### src/rtl/fetch_stage_pkg.sv
// Shared types and constants for the instruction fetch stage.
package fetch_stage_pkg;

  typedef enum logic [1:0] {
    IDLE  = 2'd0,
    REQ   = 2'd1,
    WAIT  = 2'd2,
    FLUSH = 2'd3
  } fetch_state_e;

  localparam int unsigned FETCH_PC_INC   = 4;
  localparam logic [31:0] FETCH_RESET_PC = 32'h0000_0000;

  // Opcode class in instr[27:26] selecting a 12-bit memory offset.
  localparam logic [1:0]  OPC_CLASS_MEM  = 2'b01;

  function automatic logic is_mem_class(input logic [1:0] cls);
    return cls == OPC_CLASS_MEM;
  endfunction

endpackage

### src/rtl/fetch_ir_reg.sv
// Instruction register toward decode: IR, its PC, the valid flag and the
// immediate-field decode feeding the immediate extender.
module fetch_ir_reg
  import fetch_stage_pkg::*;
#(
  parameter int unsigned ADDR_W = 32
) (
  input  logic              clk,
  input  logic              rst_n,
  input  logic              load_i,
  input  logic              squash_i,
  input  logic              id_ready_i,
  input  logic [31:0]       instr_i,
  input  logic [ADDR_W-1:0] pc_i,
  output logic              valid_o,
  output logic [31:0]       instr_o,
  output logic [ADDR_W-1:0] pc_o,
  output logic [11:0]       imm_field_o,
  output logic              imm_len_sel_o
);

  logic              valid_q, valid_d;
  logic [31:0]       ir_q;
  logic [ADDR_W-1:0] pc_q;

  // Squash beats load beats consume; load and consume never coincide.
  always_comb begin
    valid_d = valid_q;
    if (squash_i)                  valid_d = 1'b0;
    else if (load_i)               valid_d = 1'b1;
    else if (valid_q && id_ready_i) valid_d = 1'b0;
  end

  // IR storage; contents only change on an accepted fetch.
  always_ff @(posedge clk or negedge rst_n) begin
    if (!rst_n) begin
      valid_q <= 1'b0;
      ir_q    <= '0;
      pc_q    <= '0;
    end else begin
      valid_q <= valid_d;
      if (load_i) begin
        ir_q <= instr_i;
        pc_q <= pc_i;
      end
    end
  end

  assign valid_o       = valid_q;
  assign instr_o       = ir_q;
  assign pc_o          = pc_q;
  assign imm_field_o   = ir_q[11:0];
  assign imm_len_sel_o = is_mem_class(ir_q[27:26]);

endmodule

### src/rtl/fetch_stage.sv
// Instruction fetch stage: PC, imem req/ack FSM, branch redirect/squash.
// Optional macro FETCH_PERF_CNT_EN adds fetch and stall counters.
module fetch_stage
  import fetch_stage_pkg::*;
#(
  parameter int unsigned       ADDR_W   = 32,
  parameter logic [ADDR_W-1:0] RESET_PC = ADDR_W'(FETCH_RESET_PC),
  parameter int unsigned       PC_INC   = FETCH_PC_INC
) (
  input  logic              clk,
  input  logic              rst_n,
  output logic              imem_req,
  output logic [ADDR_W-1:0] imem_addr,
  input  logic              imem_ack,
  input  logic [31:0]       imem_rdata,
  input  logic              br_valid,
  input  logic [ADDR_W-1:0] br_target,
  input  logic              id_ready,
  output logic              if_valid,
  output logic [31:0]       if_instr,
  output logic [ADDR_W-1:0] if_pc,
  output logic [11:0]       imm_field,
`ifdef FETCH_PERF_CNT_EN
  output logic [31:0]       perf_fetch_cnt,
  output logic [31:0]       perf_stall_cnt,
`endif
  output logic              imm_len_sel
);

  fetch_state_e      state_q, state_d;
  logic [ADDR_W-1:0] pc_q, pc_d;
  logic [ADDR_W-1:0] req_addr_q, req_addr_d;
  logic              ir_load;

  // Next-state logic; a branch overrides the PC in every state.
  always_comb begin
    state_d    = state_q;
    pc_d       = pc_q;
    req_addr_d = req_addr_q;
    ir_load    = 1'b0;
    case (state_q)
      IDLE: begin
        state_d    = REQ;
        req_addr_d = br_valid ? br_target : pc_q;
      end
      REQ: begin
        if (br_valid) begin
          state_d = imem_ack ? WAIT : FLUSH;
        end else if (imem_ack) begin
          ir_load = 1'b1;
          pc_d    = pc_q + ADDR_W'(PC_INC);
          state_d = WAIT;
        end
      end
      WAIT: begin
        if (!br_valid && (!if_valid || id_ready)) begin
          state_d    = REQ;
          req_addr_d = pc_q;
        end
      end
      FLUSH: begin
        // Old request must still complete; its data is dropped.
        if (imem_ack) state_d = WAIT;
      end
      default: state_d = IDLE;
    endcase
    if (br_valid) pc_d = br_target;
  end

  // FSM, PC and request address registers.
  always_ff @(posedge clk or negedge rst_n) begin
    if (!rst_n) begin
      state_q    <= IDLE;
      pc_q       <= RESET_PC;
      req_addr_q <= '0;
    end else begin
      state_q    <= state_d;
      pc_q       <= pc_d;
      req_addr_q <= req_addr_d;
    end
  end

  assign imem_req  = (state_q == REQ) || (state_q == FLUSH);
  assign imem_addr = req_addr_q;

  fetch_ir_reg #(.ADDR_W(ADDR_W)) u_ir (
    .clk          (clk),
    .rst_n        (rst_n),
    .load_i       (ir_load),
    .squash_i     (br_valid),
    .id_ready_i   (id_ready),
    .instr_i      (imem_rdata),
    .pc_i         (req_addr_q),
    .valid_o      (if_valid),
    .instr_o      (if_instr),
    .pc_o         (if_pc),
    .imm_field_o  (imm_field),
    .imm_len_sel_o(imm_len_sel)
  );

`ifdef FETCH_PERF_CNT_EN
  logic [31:0] fetch_cnt_q, stall_cnt_q;

  // Accepted fetches and decode back-pressure cycles, wrapping at 2^32.
  always_ff @(posedge clk or negedge rst_n) begin
    if (!rst_n) begin
      fetch_cnt_q <= '0;
      stall_cnt_q <= '0;
    end else begin
      if (ir_load) fetch_cnt_q <= fetch_cnt_q + 32'd1;
      if (state_q == WAIT && if_valid && !id_ready) stall_cnt_q <= stall_cnt_q + 32'd1;
    end
  end

  assign perf_fetch_cnt = fetch_cnt_q;
  assign perf_stall_cnt = stall_cnt_q;
`endif

endmodule

### config.mk
export PLATFORM = sky130hd
export DESIGN_NAME = fetch_stage
export DESIGN_NICKNAME = d
export VERILOG_FILES = /design/src/rtl/fetch_stage_pkg.sv /design/src/rtl/fetch_ir_reg.sv /design/src/rtl/fetch_stage.sv
export SDC_FILE = /design/constraint.sdc
export NUM_CORES = 1
export LEC_CHECK = 0
export BUFFER_PORTS_ARGS = -buffer_cell sky130_fd_sc_hd__clkbuf_2
export CORE_MARGIN = 5
export CORE_UTILIZATION = 35
export DETAILED_ROUTE_END_ITERATION = 12
export GPL_ROUTABILITY_DRIVEN = 1
export GPL_TIMING_DRIVEN = 0
export PLACE_DENSITY = 0.54
export SYNTH_ARGS = -nofsm -noshare
export SYNTH_HDL_FRONTEND = slang
export SYNTH_SLANG_ARGS = --single-unit
export TNS_END_PERCENT = 10
### constraint.sdc
create_clock -name clk -period 2.9 [get_ports clk]
set_input_delay 0.29 -clock clk [delete_from_list [all_inputs] [get_ports clk]]
set_output_delay 0.29 -clock clk [all_outputs]
set_load 0.005 [all_outputs]
==> results of run 1 <==
-- flip-flops by register name, indices dropped and copies added (netlist names) --
| name | cells |
|---|---|
| u_ir.valid_o | 1 |
| state_q | 2 |
| pc_q | 32 |
| u_ir.instr_o | 32 |
| imem_addr | 32 |
| u_ir.pc_o | 32 |
-- worst reg2reg max path, cell delays in order, from the launching register on --
cell       delay, ns
dfrtp_1         0.46
nand4bb_1       0.22
clkbuf_1        0.51
clkbuf_1        0.56
mux2_2          0.41
-- placed cells by master (no fill, tap or decap), types with 3 or more instances in the layout --
cell type / n
mux2_2: 131
xnor2_1: 9
dfrtp_1: 131
or4_1: 6
nor2_1: 18
buf_4: 12
buf_2: 3
nand2_1: 29
nand3_1: 11
nor2b_1: 5
or2_2: 3
nand4_1: 8
clkbuf_1: 28
nor4_1: 5
and4_1: 3
clkinvlp_4: 3
inv_1: 7
clkbuf_16: 17
a31oi_1: 11
o31ai_1: 6
nor3_1: 4
clkinv_2: 4
o211ai_1: 5
or3_1: 9
o21ai_0: 21
clkbuf_2: 178
clkbuf_8: 3
-- through the flow --
stage	power (µW)	instances	util	hold slack, ns	area [µm²]
global placement	5200	888	0.421	0.483	7180
global route	7660	922	0.456	0.0829	7780
floorplan	4110	484	-	-0.00559	6010
CTS	7320	922	0.456	0.0804	7780
finish	7180	922	0.456	0.0954	7780
detailed placement	5290	889	0.423	0.317	7220
-- report_power, final --
group	internal, µW	total (µW)	switching, µW
clock network	1220	2000	779
logic	1310	2140	831
registers	2550	3040	491
-- logic make-up (layout without fill, tap and decap cells) --
group	Yosys count	in the layout
XOR/XNOR	11	11
multiplexers	132	132
AND/OR/NAND/NOR	113	113
flip-flops	131	131
AO/OA/AOI/OAI	49	49
adder cells (fa/ha/maj)	1	1
buffers and inverters	47	260
-- per-layer routing --
layer	up-vias	GRT usage	wire [µm]
met3	18	0.0597	1150
met1	2198	0.200	6490
met5	-	0	11
met4	2	0.0439	206
li1	2138	-	-
met2	129	0.257	7250
-- how the worst max path moves through the flow --
stage	end	slack, ns
2_1_floorplan	pc_q[21]	0.94
3_3_place_gp	u_ir.instr_o[19]	-0.61
3_5_place_dp	u_ir.pc_o[7]	0.47
4_1_cts	u_ir.pc_o[7]	0.49
5_1_grt	u_ir.pc_o[5]	0.43
6_report	u_ir.pc_o[7]	0.62
-- area by class of cell --
class	instances	area share
Buffer	40	0.0256
Multi-Input combinational cell	306	0.322
Tap cell	225	0.0362
Sequential cell	131	0.421
Clock buffer	23	0.0601
Timing Repair Buffer	181	0.121
Clock inverter	9	0.0105
Inverter	7	0.00338
-- repair_timing --
item	4_1_cts	5_1_grt
hold buffers	1	0
endpoints found under the hold margin	61	0
setup endpoints to repair	0	0
==> flow_summary.yaml, run 1 <==
synthesis:
  synth_top_family_by_area: "multiplexers"
  syn-cell-area_mm2: 0.00601
  yosys-top-cells-area: "dfrtp_1 55%, mux2_2 25%, nand2_1 1.8%"
  synth_cell_types: 40
  synth_common_cells: "131 x dfrtp_1, 131 x mux2_2, 29 x nand2_1"
  synthAdderAreaFrac: 0.00208
  synth.largest_area_cell: "dfrtp_1"
  yosys.area_share.simple: 0.101
  async_reset_ff_frac: 1.00
  yosysTopAreaCellShare: 0.546
  yosys.area_share.xor_xnor: 0.0160
  synth-compound-area-share: 0.0506
  ys_seq_elements: 131
  synth.area.mux_share: 0.247
  synth_seq_area_share: 0.546
  ys_warn_count: 0
  synthesis.nets: 554
  avgSynthCellArea_um2: 12.4
  synth_edf_count: 0
  synthCells: 484
  synth_ff_type: "dfrtp_1"
timing:
  worst_slack_ns: 0.618
  tightest_slew_ns: 1.16
  slew_headroom: 0.218
  finalSetupViolations: 0
  fin_skew_ns: 0.00930
  maxSlewViolCount: 0
  rsz0062_at_grt: "no"
  period_minus_slack_ns: 2.28
  fmax_ghz: 0.438
  hold_viol_final: 0
  finalCritPeriodShare: 0.787
  finalSetupTns_ns: 0
setup_path:
  cp.required_ns: 3.20
  path_class: "reg -> reg"
  worst_path_max_delay_cell: "clkbuf_1"
  cp-start-kind: "flop"
  critPathTopFamily: "buffers and inverters"
  rr_startpoint: "state_q[0]"
  cp.depth: 4
  rr_endpoint: "u_ir.pc_o[7]"
  reg2reg_setup_slack_ns: 0.62
  path_common_cell: "clkbuf_1"
  reg2reg_depth: 4
  worstPathArrival_ns: 2.58
  crit_start: "state_q[0]"
  endpoint_kind: "flop"
  path_max_fanout: 10
  cp.buffers_inverters: 2
  crit_chain: "nand4bb_1 -> clkbuf_1 -> clkbuf_1 -> mux2_2"
  crit_path_max_incr_delay_ns: 0.56
layout:
  fill_cells: 1648
  finalNetCount: 754
  antennaDiodeCount: 0
  area_delta_synth_final_pct: 29.5
  multi_input_area_mm2: 0.00250
  drive_gt1_frac: 0.514
  regArea_mm2: 0.00328
clock_tree:
  post_cts.repair.setup_buffers: 0
  cts_max_level: 4
  cts_tree: "done"
  clkSinkCount: 131
  cts-buffers-inserted: 17
  clk_pin_slew_ns: 0.06
  cts_buffer_depth: 2
  cts_resized: 0
  clock_latency_ns: 0.42
  clock-root-buffer: "clkbuf_16"
min_path:
  min_path_type: "in -> reg"
  holdPathStages: 3
  whs_endpoint: "pc_q[3]"
  hold_start: "br_target[3]"
grt:
  grt_pass1_vias: 4755
  antenna_found_initial: 1
  groute.usage.overall: 0.158
  grt_pass1_wl_mm: 25.0
  gr-total-overflow: 0
  grt_max_degree: 71
pwr:
  power_density_mw_per_mm2: 923
  vdd_drop_max_uv: 447
  p_leak_uw: 0.00355
floorplan:
  fp.dieW_um: 141
  core_mm2: 0.0171
  initial_core_util: 0.352
  io_pins: 180
  rows: 48
  die_area_mm2: 0.0199
  dieHeight_um: 141
route:
  via_count: 4485
  wl_per_cell_um: 16.4
  drc: 0
  routed_wirelength_mm: 15.1
  viasPerCell: 4.86
  drt_iter0_drc: 241
  antenna_left: 0
  drtPass1Iterations: 4
run:
  maxCapViolCount: 0
place:
  pre_cts_ws_ns: 0.466
  numPortBuffers: 179
  gp_congestion: 0.810
  dp_hpwl_mm: 11.3
status:
  run_status: "completed"
Power figures use the tool's default switching activity.
==> run 2, diff against run 1 <==
--- a/config.mk
+++ b/config.mk
@@ -11,7 +11,7 @@
 export DETAILED_ROUTE_END_ITERATION = 12
 export GPL_ROUTABILITY_DRIVEN = 1
 export GPL_TIMING_DRIVEN = 0
-export PLACE_DENSITY = 0.54
+export PLACE_DENSITY = 0.56
 export SYNTH_ARGS = -nofsm -noshare
 export SYNTH_HDL_FRONTEND = slang
 export SYNTH_SLANG_ARGS = --single-unit
==> constraint.sdc (replaced) <==
create_clock -name clk -period 1.9 [get_ports clk]
set_input_delay 0.19 -clock clk [delete_from_list [all_inputs] [get_ports clk]]
set_output_delay 0.19 -clock clk [all_outputs]
set_load 0.005 [all_outputs]
==> run 2 against run 1 <==
The run now ends with negative setup slack left. Sequential share of layout area fell by 2.5 points. Worst hold slack lost 0.074 ns. Non-clock buffer count rose by 36. Setup slack got worse by 0.76 ns. Register-to-register slack got worse by 0.76 ns. Sequential power up 53%. Clock power rose by 68%. Count of clock-buffer cells in the layout is 3 lower. Utilization up 2.9 points. Global-route usage down 0.12 points. Critical path type unchanged.
==> flow_summary.yaml, run 2 (synthesis gave the netlist of run 1 again) <==
clock_tree:
  clk_pin_slew_ns: 0.06
  clock_latency_ns: 0.41
  cts_buffer_depth: 2
  clock-root-buffer: "clkbuf_16"
  cts_max_level: 4
  cts_tree: "done"
  cts-buffers-inserted: 17
  clkSinkCount: 131
status:
  violations: "negative setup slack"
  run_status: "complete, but fails checks"
timing:
  worst_slack_ns: -0.143
  finalCritPeriodShare: 1.08
  rsz0062_at_grt: "yes"
  hold_ws_ns: 0.0211
  finalSetupTns_ns: -0.712
  hold_viol_final: 0
  slew_headroom: 0.564
  finalSetupViolations: 12
  tightest_slew_ns: 0.648
  period_minus_slack_ns: 2.04
  fmax_ghz: 0.490
  fin_skew_ns: 0.00622
  maxSlewViolCount: 0
grt:
  antenna_found_initial: 0
  grt_max_degree: 72
  grt.busiest_layer: "met2"
  gr-total-overflow: 0
  grt_pass1_vias: 4831
  grt_pass1_wl_mm: 24.9
  met1_usage: 0.203
  grtUsageMet2: 0.253
  use_met3: 0.0580
  groute.usage.overall: 0.157
route:
  drtPass1Iterations: 4
  via_count: 4617
  wl_per_cell_um: 16.1
  antenna_left: 0
  drt_iter0_drc: 169
  viasPerCell: 4.82
  routed_wirelength_mm: 15.4
  drc: 0
layout:
  antennaDiodeCount: 0
  most-common-layout-cells: "183 x clkbuf_2, 131 x mux2_2, 127 x dfrtp_1, 34 x dlygate4sd3_1, 28 x nand2_1"
  drive_gt1_frac: 0.529
  fin_util: 0.485
  fill_cells: 1597
  finalNetCount: 790
  multi_input_area_mm2: 0.00252
  area_delta_synth_final_pct: 37.8
  layout_commonest_cell: "clkbuf_2"
  regArea_mm2: 0.00328
setup_path:
  reg2reg_depth: 5
  worstPathArrival_ns: 2.38
  rr_endpoint: "pc_q[21]"
  crit_path_max_incr_delay_ns: 0.65
  cp.required_ns: 2.23
  rr_startpoint: "pc_q[7]"
  crit_chain: "nand4_1 -> or4_4 -> buf_6 -> or3_1 -> a31oi_1"
  path_class: "reg -> reg"
  path_max_fanout: 10
  reg2reg_setup_slack_ns: -0.14
  endpoint_kind: "flop"
  worst_path_max_delay_cell: "or4_4"
  cp-start-kind: "flop"
pwr:
  power_density_mw_per_mm2: 1380
  vdd_drop_max_uv: 648
  finalPower_uw: 11400
  p_leak_uw: 0.00380
min_path:
  min_path_type: "in -> reg"
  whs_endpoint: "u_ir.instr_o[10]"
  holdPathStages: 2
  hold_start: "imem_rdata[10]"
run:
  maxCapViolCount: 0
place:
  pre_cts_ws_ns: -0.520
  numPortBuffers: 179
  dp_hpwl_mm: 11.2
  gp_congestion: 0.805
floorplan:
  rows: 48
  dieHeight_um: 141
  fp.dieW_um: 141
  io_pins: 180
  die_area_mm2: 0.0199
  initial_core_util: 0.352
  core_mm2: 0.0171
[run 2: changes by cell type in the layout (fill, tap and decap cells not counted), moves of 2 or more]
cell / before / now
buf_4: 12 / 18
buf_6: 0 / 4
bufinv_16: 1 / 3
clkbuf_1: 28 / 9
clkbuf_2: 178 / 183
clkbuf_4: 0 / 3
clkinv_4: 1 / 3
dfrtp_1: 131 / 127
dfrtp_2: 0 / 4
dlygate4sd3_1: 1 / 34
[run 2: critical path: cells and delay by family, from the launching register on]
kind | cells | cell delay (ns)
compound gates | 1 | 0.16
flops | 1 | 0.43
simple gates | 3 | 1.20
buf+inv | 1 | 0.17
[run 2: worst max-delay path by stage]
stage,endpoint,from,depth (start not counted),slack (ns)
final,pc_q[21],pc_q[7],5,-0.14
after global placement,u_ir.instr_o[18],rst_n,1,-1.50
after floorplan,pc_q[22],pc_q[8],6,0.009
after detailed placement,u_ir.pc_o[5],state_q[0],4,-0.52
after CTS,pc_q[30],state_q[1],4,-0.28
after global routing,pc_q[22],pc_q[8],5,-0.22
[run 2: metrics by stage]
stage	cell area, µm²	cells
3_5_place_dp	7230	889
2_1_floorplan	6020	484
4_1_cts	8230	955
3_3_place_gp	7200	888
6_report	8280	958
5_1_grt	8280	958
[run 2: area by class of cell]
cell class,instances,share of cell area
Buffer,39,0.0304
Clock buffer,20,0.0552
Clock inverter,12,0.0187
Inverter,7,0.00317
Multi-Input combinational cell,306,0.304
Sequential cell,131,0.397
Tap cell,225,0.0340
Timing Repair Buffer,218,0.157
[run 2: power by group]
group	leakage [µW]	internal, µW	switching [µW]
Clock	0.000296	2140	1210
Sequential	0.00156	3900	765
Combinational	0.00194	2080	1290
[run 2: routing by layer]
metal / vias up / wire length [µm] / share of wire
met5: - / 0 / 0
met4: 0 / 189 / 0.012
li1: 2204 / - / -
met3: 15 / 1050 / 0.068
met1: 2273 / 6730 / 0.44
met2: 125 / 7450 / 0.48
[run 2: repair_timing]
| item | in CTS | in global routing |
|---|---|---|
| endpoints found under the setup margin | 98 | 48 |
| gates cloned | 0 | 0 |
| hold buffers | 34 | 0 |
| gates resized for setup | 24 | 21 |
| endpoints found under the hold margin | 93 | 0 |
| pin swaps | 1 | 5 |
| buffers inserted | 0 | 4 |
